### src/rtl/instr_fetch_unit.sv
// Instruction fetch unit: drives PC to the instruction RAM, queues returned words in a prefetch FIFO,
// hands them to decode over valid/ready. Optional perf counters enabled by defining IFETCH_PERF_EN.
module instr_fetch_unit #(
  parameter int unsigned     DEPTH     = 2,
  parameter int unsigned     AW        = 8,
  parameter int unsigned     DW        = 16,
  parameter logic [AW-1:0]   RESET_PC  = '0,
  parameter logic [DW-1:0]   HALT_WORD = DW'(16'h0001)
) (
  input  logic          CLK,
  input  logic          RESET,
  output logic [AW-1:0] ADDR,
  input  logic [DW-1:0] Q,
  output logic          instr_valid,
  input  logic          instr_ready,
  output logic [DW-1:0] instr,
  output logic [AW-1:0] instr_pc,
  input  logic          redirect_valid,
  input  logic [AW-1:0] redirect_pc,
  output logic          halted
`ifdef IFETCH_PERF_EN
  ,
  output logic [15:0]   perf_fetch_cnt,
  output logic [15:0]   perf_stall_cnt
`endif
);

  localparam int unsigned PW = (DEPTH > 1) ? $clog2(DEPTH) : 1;
  localparam int unsigned CW = $clog2(DEPTH + 1);

  typedef enum logic {S_RUN, S_HALTED} state_t;

  state_t          r_state;
  state_t          w_state_nxt;
  logic [AW-1:0]   r_pc;
  logic [AW-1:0]   w_pc_nxt;
  logic [DW-1:0]   r_mem_instr [DEPTH];
  logic [AW-1:0]   r_mem_pc    [DEPTH];
  logic [PW-1:0]   r_wr_ptr;
  logic [PW-1:0]   r_rd_ptr;
  logic [CW-1:0]   r_count;
  logic            w_full;
  logic            w_empty;
  logic            w_pop;
  logic            w_push;
  logic            w_flush;
  logic            w_unused;

  assign w_full   = (r_count == CW'(DEPTH));
  assign w_empty  = (r_count == '0);
  assign w_pop    = !w_empty && instr_ready;
  assign w_unused = redirect_pc[0];

  // State register
  always_ff @(posedge CLK) begin
    if (RESET) r_state <= S_RUN;
    else       r_state <= w_state_nxt;
  end

  // Next state, push decision and next PC; redirect outranks fetch
  always_comb begin
    w_state_nxt = r_state;
    w_pc_nxt    = r_pc;
    w_push      = 1'b0;
    w_flush     = 1'b0;
    if (redirect_valid) begin
      w_flush     = 1'b1;
      w_state_nxt = S_RUN;
      w_pc_nxt    = {redirect_pc[AW-1:1], 1'b0};
    end else begin
      unique case (r_state)
        S_RUN: begin
          if (!w_full || w_pop) begin
            w_push = 1'b1;
            if (Q == HALT_WORD) w_state_nxt = S_HALTED;
            else                w_pc_nxt    = r_pc + AW'(2);
          end
        end
        S_HALTED: begin
          w_state_nxt = S_HALTED;
        end
        default: w_state_nxt = S_RUN;
      endcase
    end
  end

  // PC and FIFO pointers
  always_ff @(posedge CLK) begin
    if (RESET) begin
      r_pc     <= {RESET_PC[AW-1:1], 1'b0};
      r_wr_ptr <= '0;
      r_rd_ptr <= '0;
      r_count  <= '0;
    end else begin
      r_pc <= w_pc_nxt;
      if (w_flush) begin
        r_wr_ptr <= '0;
        r_rd_ptr <= '0;
        r_count  <= '0;
      end else begin
        if (w_push) r_wr_ptr <= r_wr_ptr + PW'(1);
        if (w_pop)  r_rd_ptr <= r_rd_ptr + PW'(1);
        unique case ({w_push, w_pop})
          2'b10:   r_count <= r_count + CW'(1);
          2'b01:   r_count <= r_count - CW'(1);
          default: r_count <= r_count;
        endcase
      end
    end
  end

  // FIFO storage; contents are only observed through the valid-gated head
  always_ff @(posedge CLK) begin
    if (w_push) begin
      r_mem_instr[r_wr_ptr] <= Q;
      r_mem_pc[r_wr_ptr]    <= r_pc;
    end
  end

  assign ADDR        = r_pc;
  assign instr_valid = !w_empty;
  assign instr       = w_empty ? '0 : r_mem_instr[r_rd_ptr];
  assign instr_pc    = w_empty ? '0 : r_mem_pc[r_rd_ptr];
  assign halted      = (r_state == S_HALTED);

`ifdef IFETCH_PERF_EN
  logic [15:0] r_perf_fetch;
  logic [15:0] r_perf_stall;

  // Saturating counters; survive redirects, cleared only by reset
  always_ff @(posedge CLK) begin
    if (RESET) begin
      r_perf_fetch <= '0;
      r_perf_stall <= '0;
    end else begin
      if (w_push && (r_perf_fetch != 16'hFFFF))
        r_perf_fetch <= r_perf_fetch + 16'd1;
      if ((r_state == S_RUN) && w_full && !w_pop && (r_perf_stall != 16'hFFFF))
        r_perf_stall <= r_perf_stall + 16'd1;
    end
  end

  assign perf_fetch_cnt = r_perf_fetch;
  assign perf_stall_cnt = r_perf_stall;
`endif

endmodule
### config.mk
export PLATFORM = sky130hd
export DESIGN_NAME = instr_fetch_unit
export DESIGN_NICKNAME = d
export VERILOG_FILES = /design/src/rtl/instr_fetch_unit.sv
export SDC_FILE = /design/constraint.sdc
export NUM_CORES = 1
export LEC_CHECK = 0
export CORE_AREA = 3 3 80 82
export DETAILED_ROUTE_END_ITERATION = 10
export DIE_AREA = 0 0 83 85
export PLACE_DENSITY = 0.83
export SETUP_SLACK_MARGIN = 0.3
export SLEW_MARGIN = 15
export SYNTH_ARGS = -nofsm -noshare
export SYNTH_HDL_FRONTEND = slang
export SYNTH_SLANG_ARGS = --single-unit
### constraint.sdc
create_clock -name CLK -period 2.4 [get_ports CLK]
set_clock_uncertainty 0.15 [all_clocks]
set_input_delay 0.6 -clock CLK [delete_from_list [all_inputs] [get_ports CLK]]
set_output_delay 0.6 -clock CLK [all_outputs]
set_load 0.03 [all_outputs]
* Word level (Yosys, flattened, before mapping)
Memories as Yosys holds them, arrays and structs flattened. A register that Yosys moved wholly into a read port is not among the register bits.
Cells that the tools add are included.
** Cells by class
- Reductions and logical operators :: 11
- $lt $le $gt $ge :: 0
- Shifts and indexed selects :: 0
- Add/sub/neg operators :: 5
- Equality and inequality tests :: 6
- $mul :: 0
- Muxes and demuxes :: 20
- Div/mod/pow operators :: 0
- Bitwise gates (word level) :: 2
** Operators by type and width (number)
- 8-bit two-way mux :: 5
- 16-bit by 1-bit == test with 1-bit output (second input constant) :: 1
- 16-bit two-way mux :: 1
- 1-bit two-way mux :: 12
- 8-bit by 2-bit adder with 8-bit output (second input constant) :: 1
- 3-bit AND reduction :: 2
- 2-bit == test (second input constant) :: 2
- 2-bit != test (second input constant) :: 2
- 2-bit one-hot mux with 2 select lines :: 1
- 2-bit nonzero test :: 2
- 2-bit OR reduction :: 2
- 1-bit adder (second input constant) :: 2
- 2-bit by 1-bit adder with 2-bit output (second input constant) :: 1
- 2-bit by 1-bit == test with 1-bit output (second input constant) :: 1
- 1-bit zero test :: 2
- 2-bit zero test :: 1
- 1-bit inverter :: 2
- 1-bit one-hot mux with 2 select lines :: 1
- 2-bit by 1-bit subtractor with 2-bit output (second input constant) :: 1
- 1-bit logical AND :: 1
- 1-bit logical OR :: 1
** Word-level totals
- Output and inout bits :: 34
- Register bits :: 13
- Bits in latches :: 0
- Memory bits (writable) :: 48
- ROM bits :: 0
- Word-level logic and storage cells :: 52
- Memories :: 2
** Memory list
- r_mem_instr :: words 2, bits a word 16, rd ports 1, clocked after Yosys merged registers in 1, wr ports 1, RTL line 37 : logic [DW-1:0] r_mem_instr [DEPTH];
- r_mem_pc :: words 2, bits a word 8, rd ports 1, clocked after Yosys merged registers in 1, wr ports 1, RTL line 38 : logic [AW-1:0] r_mem_pc [DEPTH];

* Longest topological paths before layout
Gate-level depths: netlist (run 1).
- Depth in word-level cells :: 9
- Mapped depth :: 7
- Gate-level depth less buffers :: 7

* Worst setup path before layout (run 1)
OpenSTA, ideal clock, no wires.
- Path type :: input -> register
- Start point :: input port redirect_valid
- End point :: memory r_mem_instr[0][0], enable pin
- Required time :: 1.847 ns
- Arrival time :: 1.801 ns
- Slack :: 0.046 ns
- Cell stages on the path :: 3
- Cell sequence :: nor2_1 > nand2_1 > nor2_1
** On the way
- Word-level cells in the longest chain between the ends :: 3
** RTL lines
- start, declared :: RTL line 18 : input logic redirect_valid,
- 1-bit two-way mux :: RTL line 66 : if (redirect_valid) begin
- 1-bit two-way mux :: RTL line 114 : if (w_push) begin
- 1-bit two-way mux (implied by the code) :: RTL line 115 : r_mem_instr[r_wr_ptr] <= Q;
- end, declared :: RTL line 37
Every way passes these cells.

* Worst setup path in the final report (run 1)
- Start point :: input port instr_ready
- End point :: register r_count[1]
** On the way
- Word-level cells in the longest chain between the ends :: 7
- Elaborated cells between the ends (all ways) :: 9
** RTL lines
- start, declared :: RTL line 15 : input logic instr_ready,
- 1-bit logical AND * :: RTL line 51 : assign w_pop = !w_empty && instr_ready;
- 1-bit logical OR :: RTL line 73 : if (!w_full || w_pop) begin
- 1-bit two-way mux :: RTL line 73
- 1-bit two-way mux :: RTL line 71 : unique case (r_state)
- 1-bit two-way mux :: RTL line 66
- 2-bit by 1-bit == test with 1-bit output or 2-bit == test (tied branches) :: RTL line 103 : unique case ({w_push, w_pop})
- 2-bit one-hot mux with 2 select lines or 2-bit nonzero test (tied branches)
- end signal, assigned :: RTL line 104 : 2'b10: r_count <= r_count + CW'(1);
- end signal, assigned :: RTL line 105 : 2'b01: r_count <= r_count - CW'(1);
- end signal, assigned :: RTL line 106 : default: r_count <= r_count;
- end, declared :: RTL line 41 : logic [CW-1:0] r_count;
Every way passes the cells marked *; elsewhere a longest branch is shown, timed or not.
A chain may end at the register's enable or synchronous reset.

==> flow_summary.yaml, run 1 <==
global_routing:
  grt_pass1_vias: 1743
  grt_overflow: 0
  grt_max_degree: 25
  grt_pass1_wl_mm: 8.34
  grt_use_total: 0.155
  antenna_found_initial: 0
yosys:
  synth_area_um2: 2510
  synthArstFlopShare: 0
  yosysWarningCount: 0
  synth-simple-area-share: 0.143
  synth_top_family_by_area: "simple AND/OR/NAND/NOR gates"
  yosysUniqueCellTypes: 39
  postSynthAreaPerCell_um2: 13.4
  ys_seq_area_frac: 0.653
  synth_ff_type: "edfxtp_1"
  ys_ff_latch: 59
  yosys.area_share.xor_xnor: 0.0174
  synth_fa_ha_area_frac: 0.00995
  synthMuxAreaShare: 0.0915
  synth-compound-area-share: 0.0493
  syn_inst: 188
  synth_edf_count: 46
sta:
  relSlewSlack: 0.550
  tightestPinTransition_ns: 0.673
  hold_violations: 0
  whs_ns: 0.367
  finalSetupViolations: 0
  max_freq_ghz: 0.472
  period_share: 0.883
  final.setup.tns_ns: 0
  finalMaxSlewViolations: 0
  rsz0062_at_grt: "true"
  finalCriticalPeriod_ns: 2.12
detailed_routing:
  drc_errors: 0
  first_pass_iters: 4
  vias: 1780
  first_iter_violations: 83
  wirelength_mm: 5.54
  wire_per_inst_um: 16.1
  drtAntennaViolNets: 0
  viasPerCell: 5.16
pwr:
  power.share.sequential: 0.482
  p_per_area_nw_per_um2: 685
  peakVddDrop_mv: 0.278
  intPower_mw: 1.88
  leakagePower_nw: 1.44
  switching_share: 0.240
  power.switching_mw: 0.593
  clock_power_share: 0.383
  p_comb_frac: 0.135
worst_setup_path:
  cp_data_arrival_time_ns: 2.17
  crit_chain: "clkdlybuf4s50_1 -> or3b_4 -> nand2_4 -> buf_4 -> ha_1 -> nor2_2 -> xnor2_1 -> nor3_1"
  cp-end-kind: "register"
  max_stage_delay_ns: 0.41
  critPathTopFamily: "simple AND/OR/NAND/NOR gates"
  worstSetupPathType: "input port to register"
  worstPathRequired_ns: 2.45
  path_max_fanout: 3
  ff2ff_setup_slack_ns: 0.56
  cp_num_buf_inv: 2
  slowest_stage: "clkdlybuf4s50_1"
  cp-start-kind: "input port"
floorplanning:
  die_h_um: 85
  num_rows: 28
  dieArea_um2: 7060
  io_pins: 62
  die_w_um: 83
  start_util: 0.432
  core_region_area_um2: 5820
layout:
  diodes: 0
  layout_commonest_cell: "edfxtp_1"
  drive_above_1_share: 0.281
  utilization: 0.620
  final_area_um2: 3600
  most-common-layout-cells: "edfxtp_1 (46), buf_4 (35), nor2_1 (25)"
  syn_to_final_growth_pct: 43.3
  fin_nets: 295
place:
  hpwl_mm: 3.47
  gp_congestion: 0.738
  port_buffers: 58
  placed_area_um2: 3220
cts:
  clock_latency_ns: 0.33
  cts_tree: "yes"
  cts_made_buffers: 9
  cts_max_level: 3
  clockBufferDepth: 2
  postCtsHoldBufs: 0
  root_buffer: "clkbuf_8"
  clock_sinks: 59
  clkTransAtPathRegs_ns: 0.06
status:
  status: "complete, no violations"
worst_hold_path:
  hp-class: "register to register"
job:
  max_cap_violations: 0
## state kept, by name (all words and copies together), names as in the netlist, named ones only
name	flops
r_mem_instr	32
r_mem_pc	14
ADDR	7
r_count	2
halted	1
r_rd_ptr	1
r_wr_ptr	1
## path summary, 6_finish.rpt
check | start | end | cells after the start
setup / recovery | instr_ready | r_count[1]$_SDFFE_PP0P_ | 8
hold / removal | ADDR[7]$_SDFFE_PP0P_ | r_mem_pc[0][7]$_DFFE_PP_ | 0
setup reg to reg | r_count[1]$_SDFFE_PP0P_ | r_count[1]$_SDFFE_PP0P_ | 7
hold reg to reg | ADDR[7]$_SDFFE_PP0P_ | r_mem_pc[0][7]$_DFFE_PP_ | 0
## power groups by stage
stage	clock network, mW	registers (mW)	logic (mW)
global route	0.998	1.19	0.356
floorplan	0	1.22	0.155
finish	0.946	1.19	0.334
global placement	0	1.20	0.315
detailed placement	0	1.21	0.320
CTS	0.952	1.19	0.327
## per-stage QoR
| stage | worst slack, ns | cells | power (mW) |
|---|---|---|---|
| after detailed placement | -0.339 | 326 | 1.53 |
| after global placement | -0.341 | 326 | 1.52 |
| after global routing | 0.207 | 345 | 2.55 |
| after CTS | 0.265 | 343 | 2.47 |
| final | 0.280 | 345 | 2.47 |
| after floorplan | 0.349 | 189 | 1.37 |
## final cells by class
class	count	area, µm²
multi-input combinational	112	865
tap	75	93.8
clock inverter	7	82.6
clock buffer	9	124
sequential	59	1650
fill	451	2210
timing repair buffer	76	766
inverter	7	26.3
## Yosys cell counts, types with 3 or more instances
| cell type | number | area share |
|---|---|---|
| xnor2_1 | 4 | 0.014 |
| nand4_1 | 3 | 0.0075 |
| inv_1 | 7 | 0.010 |
| nand2_1 | 4 | 0.0060 |
| nor2_1 | 30 | 0.045 |
| nor3_1 | 6 | 0.012 |
| dfxtp_1 | 13 | 0.10 |
| buf_2 | 3 | 0.0060 |
| edfxtp_1 | 46 | 0.55 |
| a311oi_1 | 3 | 0.010 |
| a31oi_1 | 4 | 0.0099 |
| clkbuf_1 | 5 | 0.0075 |
| mux2i_1 | 23 | 0.092 |
## metal layers
layer / GRT usage / wire length [µm] / part of all wire / up-vias
met1: 0.177 / 2230 / 0.40 / 851
met3: 0.0485 / 322 / 0.058 / 14
li1: - / - / - / 855
met2: 0.256 / 2830 / 0.51 / 60
met5: 0 / 0 / 0 / -
met4: 0.0951 / 160 / 0.029 / 0
## logic make-up after synthesis
group | after synthesis
adder cells (fa/ha/maj) | 2
multiplexers | 23
AO/OA/AOI/OAI | 17
XOR/XNOR | 5
buffers and inverters | 18
AND/OR/NAND/NOR | 63
other | 1
flip-flops | 59
## worst reg2reg max path: stages, from the launching register on
cell,delay (ns)
dfxtp_1,0.38
or3b_4,0.42
nand2_4,0.08
buf_4,0.11
ha_1,0.25
nor2_2,0.14
xnor2_1,0.12
nor3_1,0.06
## what timing repair did
action | 4_1_cts | 5_1_grt
pin swaps | 1 | 6
gates resized for setup | 24 | 20
endpoints found under the setup margin | 60 | 79
gates cloned | 1 | 2
buffers inserted | 0 | 0
Note: power is estimated with default switching activity, not from simulation.
==> run 2: changes to the inputs <==
Settings changed: CAP_MARGIN set to 40, CORE_AREA 3 3 80 82 to 3 3 76 78, CTS_CLUSTER_DIAMETER set to 40, DIE_AREA 0 0 83 85 to 0 0 79 81, PLACE_DENSITY 0.83 to 0.87.
Clock period 2.4 ns to 2 ns, I/O delays scaled along.
==> run 2 against run 1 <==
Effect of this change:
- the run now ends with negative setup slack left
- routed wire length up 43%
- sequential cell count unchanged
- count of clock-buffer cells in the layout up 4
- global-route usage up 6.7 points
- critical path type is now register to primary output
- largest cell class unchanged
==> flow_summary.yaml, run 2 (synthesized netlist as in run 1, its figures left out) <==
status:
  status: "finished with violations"
  violations: "negative setup slack"
cts:
  cts_max_level: 3
  cts_tree: "yes"
  cts_made_buffers: 9
  clock_latency_ns: 0.34
  clockBufferDepth: 2
  postCtsHoldBufs: 0
  clock_sinks: 59
  root_buffer: "clkbuf_8"
  clkTransAtPathRegs_ns: 0.07
worst_hold_path:
  holdPathStages: 1
  min-delay-start: "Q[7]"
  hp-class: "input port to register"
  min_to: "r_mem_instr[1][7]$_DFFE_PP_"
sta:
  finalCriticalPeriod_ns: 2.04
  rsz0062_at_grt: "true"
  max_freq_ghz: 0.490
  finalWorstSetupSlack_ns: -0.0388
  hold_violations: 0
  period_share: 1.02
  finalMaxSlewViolations: 0
  finalSetupViolations: 7
  tightestPinTransition_ns: 0.748
  relSlewSlack: 0.500
detailed_routing:
  routed.top_layer: "met4"
  wl_met2_mm: 4.15
  wl_met1_mm: 3.00
  wire_per_inst_um: 21.6
  drtAntennaViolNets: 0
  wl_met3_um: 627
  drc_errors: 0
  viasPerCell: 5.63
  first_pass_iters: 5
  vias: 2068
  wirelength_mm: 7.94
  first_iter_violations: 182
floorplanning:
  start_util: 0.489
  dieArea_um2: 6400
  die_h_um: 81
  core_region_area_um2: 5140
  die_w_um: 79
  num_rows: 26
  io_pins: 62
place:
  port_buffers: 58
  gp_congestion: 0.792
  hpwl_mm: 3.75
  dp.cells: 331
global_routing:
  antenna_found_initial: 0
  grt_use_total: 0.223
  grt_overflow: 0
  grt_max_degree: 20
  grt_pass1_vias: 2090
  grt_pass1_wl_mm: 10.5
worst_setup_path:
  crit_chain: "clkbuf_16 -> mux2i_2 -> nor2_2 -> buf_6"
  ff2ff_setup_slack_ns: 0.01
  worstPathRequired_ns: 1.35
  cp_num_buf_inv: 2
  r2r_end: "ADDR[7]$_SDFFE_PP0P_"
  r2r_cells: 6
  cp-end-kind: "primary output"
  critPathTopFamily: "flip-flops"
  rr_startpoint: "r_count[1]$_SDFFE_PP0P_"
  cp-start-kind: "register"
  cp_data_arrival_time_ns: 1.39
  path_max_fanout: 4
  slowest_stage: "dfxtp_4"
  worstSetupPathType: "register to primary output"
  max_stage_delay_ns: 0.42
pwr:
  intPower_mw: 2.26
  leakagePower_nw: 1.52
  clock_power_share: 0.347
  power.switching_mw: 0.816
  p_comb_frac: 0.186
  peakVddDrop_mv: 0.664
  power.share.sequential: 0.467
  p_per_area_nw_per_um2: 741
  switching_share: 0.265
layout:
  fill_cells: 291
  fin_nets: 322
  most-common-layout-cells: "edfxtp_1 (46), buf_6 (40), nor2_2 (22)"
  layout_commonest_cell: "edfxtp_1"
  drive_above_1_share: 0.599
  diodes: 0
  utilization: 0.808
  syn_to_final_growth_pct: 65.2
  largest_register_ffs: 32
  fin_cells: 367
  regMostFlops: "r_mem_instr"
job:
  max_cap_violations: 0
==> run 2: layout make-up <==
type                            instances  area [µm²]  share of cell area
Inverter                                7        28.8             0.00693
Sequential cell                        59        1660               0.399
Clock inverter                          3        37.5             0.00903
Clock buffer                           13         149              0.0358
Timing Repair Buffer                  102         988               0.238
Multi-Input combinational cell        113        1210               0.290
Tap cell                               70        87.6              0.0211
==> run 2: metal layers <==
| metal | track usage | vias up |
|---|---|---|
| li1 | - | 911 |
| met4 | 0.110 | 0 |
| met5 | 0 | - |
| met3 | 0.0554 | 21 |
| met2 | 0.368 | 133 |
| met1 | 0.274 | 1003 |
==> run 2: stage by stage <==
step	setup TNS [ns]	setup WS [ns]	power (mW)	cell area (µm²)	hold slack, ns
final	-0.0911	-0.0388	3.08	4160	0.256
after detailed placement	-15.73	-0.585	1.87	3350	0.359
after floorplan	0	0.148	1.67	2610	0.370
after global routing	-1.10	-0.0870	3.15	4160	0.245
after global placement	-14.13	-0.524	1.86	3350	0.352
after CTS	0	0.00484	2.94	3850	0.267
==> run 2: worst max path at each step <==
stage	start	to	slack, ns	depth (start not counted)
after floorplan	instr_ready	ADDR[3]$_SDFFE_PP0P_	0.15	5
after global placement	Q[10]	ADDR[3]$_SDFFE_PP0P_	-0.52	5
after detailed placement	Q[10]	ADDR[3]$_SDFFE_PP0P_	-0.58	5
after CTS	register	instr_pc[6]	0.005	4
after global routing	register	instr_pc[6]	-0.09	4
final	register	instr_pc[6]	-0.04	4
==> run 2: power groups by stage <==
stage | clock network (mW) | registers (mW) | logic [mW]
3_5_place_dp | 0 | 1.45 | 0.426
3_3_place_gp | 0 | 1.44 | 0.417
2_1_floorplan | 0 | 1.46 | 0.210
4_1_cts | 1.03 | 1.42 | 0.479
6_report | 1.07 | 1.44 | 0.573
5_1_grt | 1.11 | 1.44 | 0.599
==> run 2: what timing repair did <==
action / in CTS / in global routing
setup buffers: 12 / 5
setup endpoints to repair: 89 / 85
cloned: 2 / 1
gates resized for setup: 124 / 88
pin swaps: 31 / 28
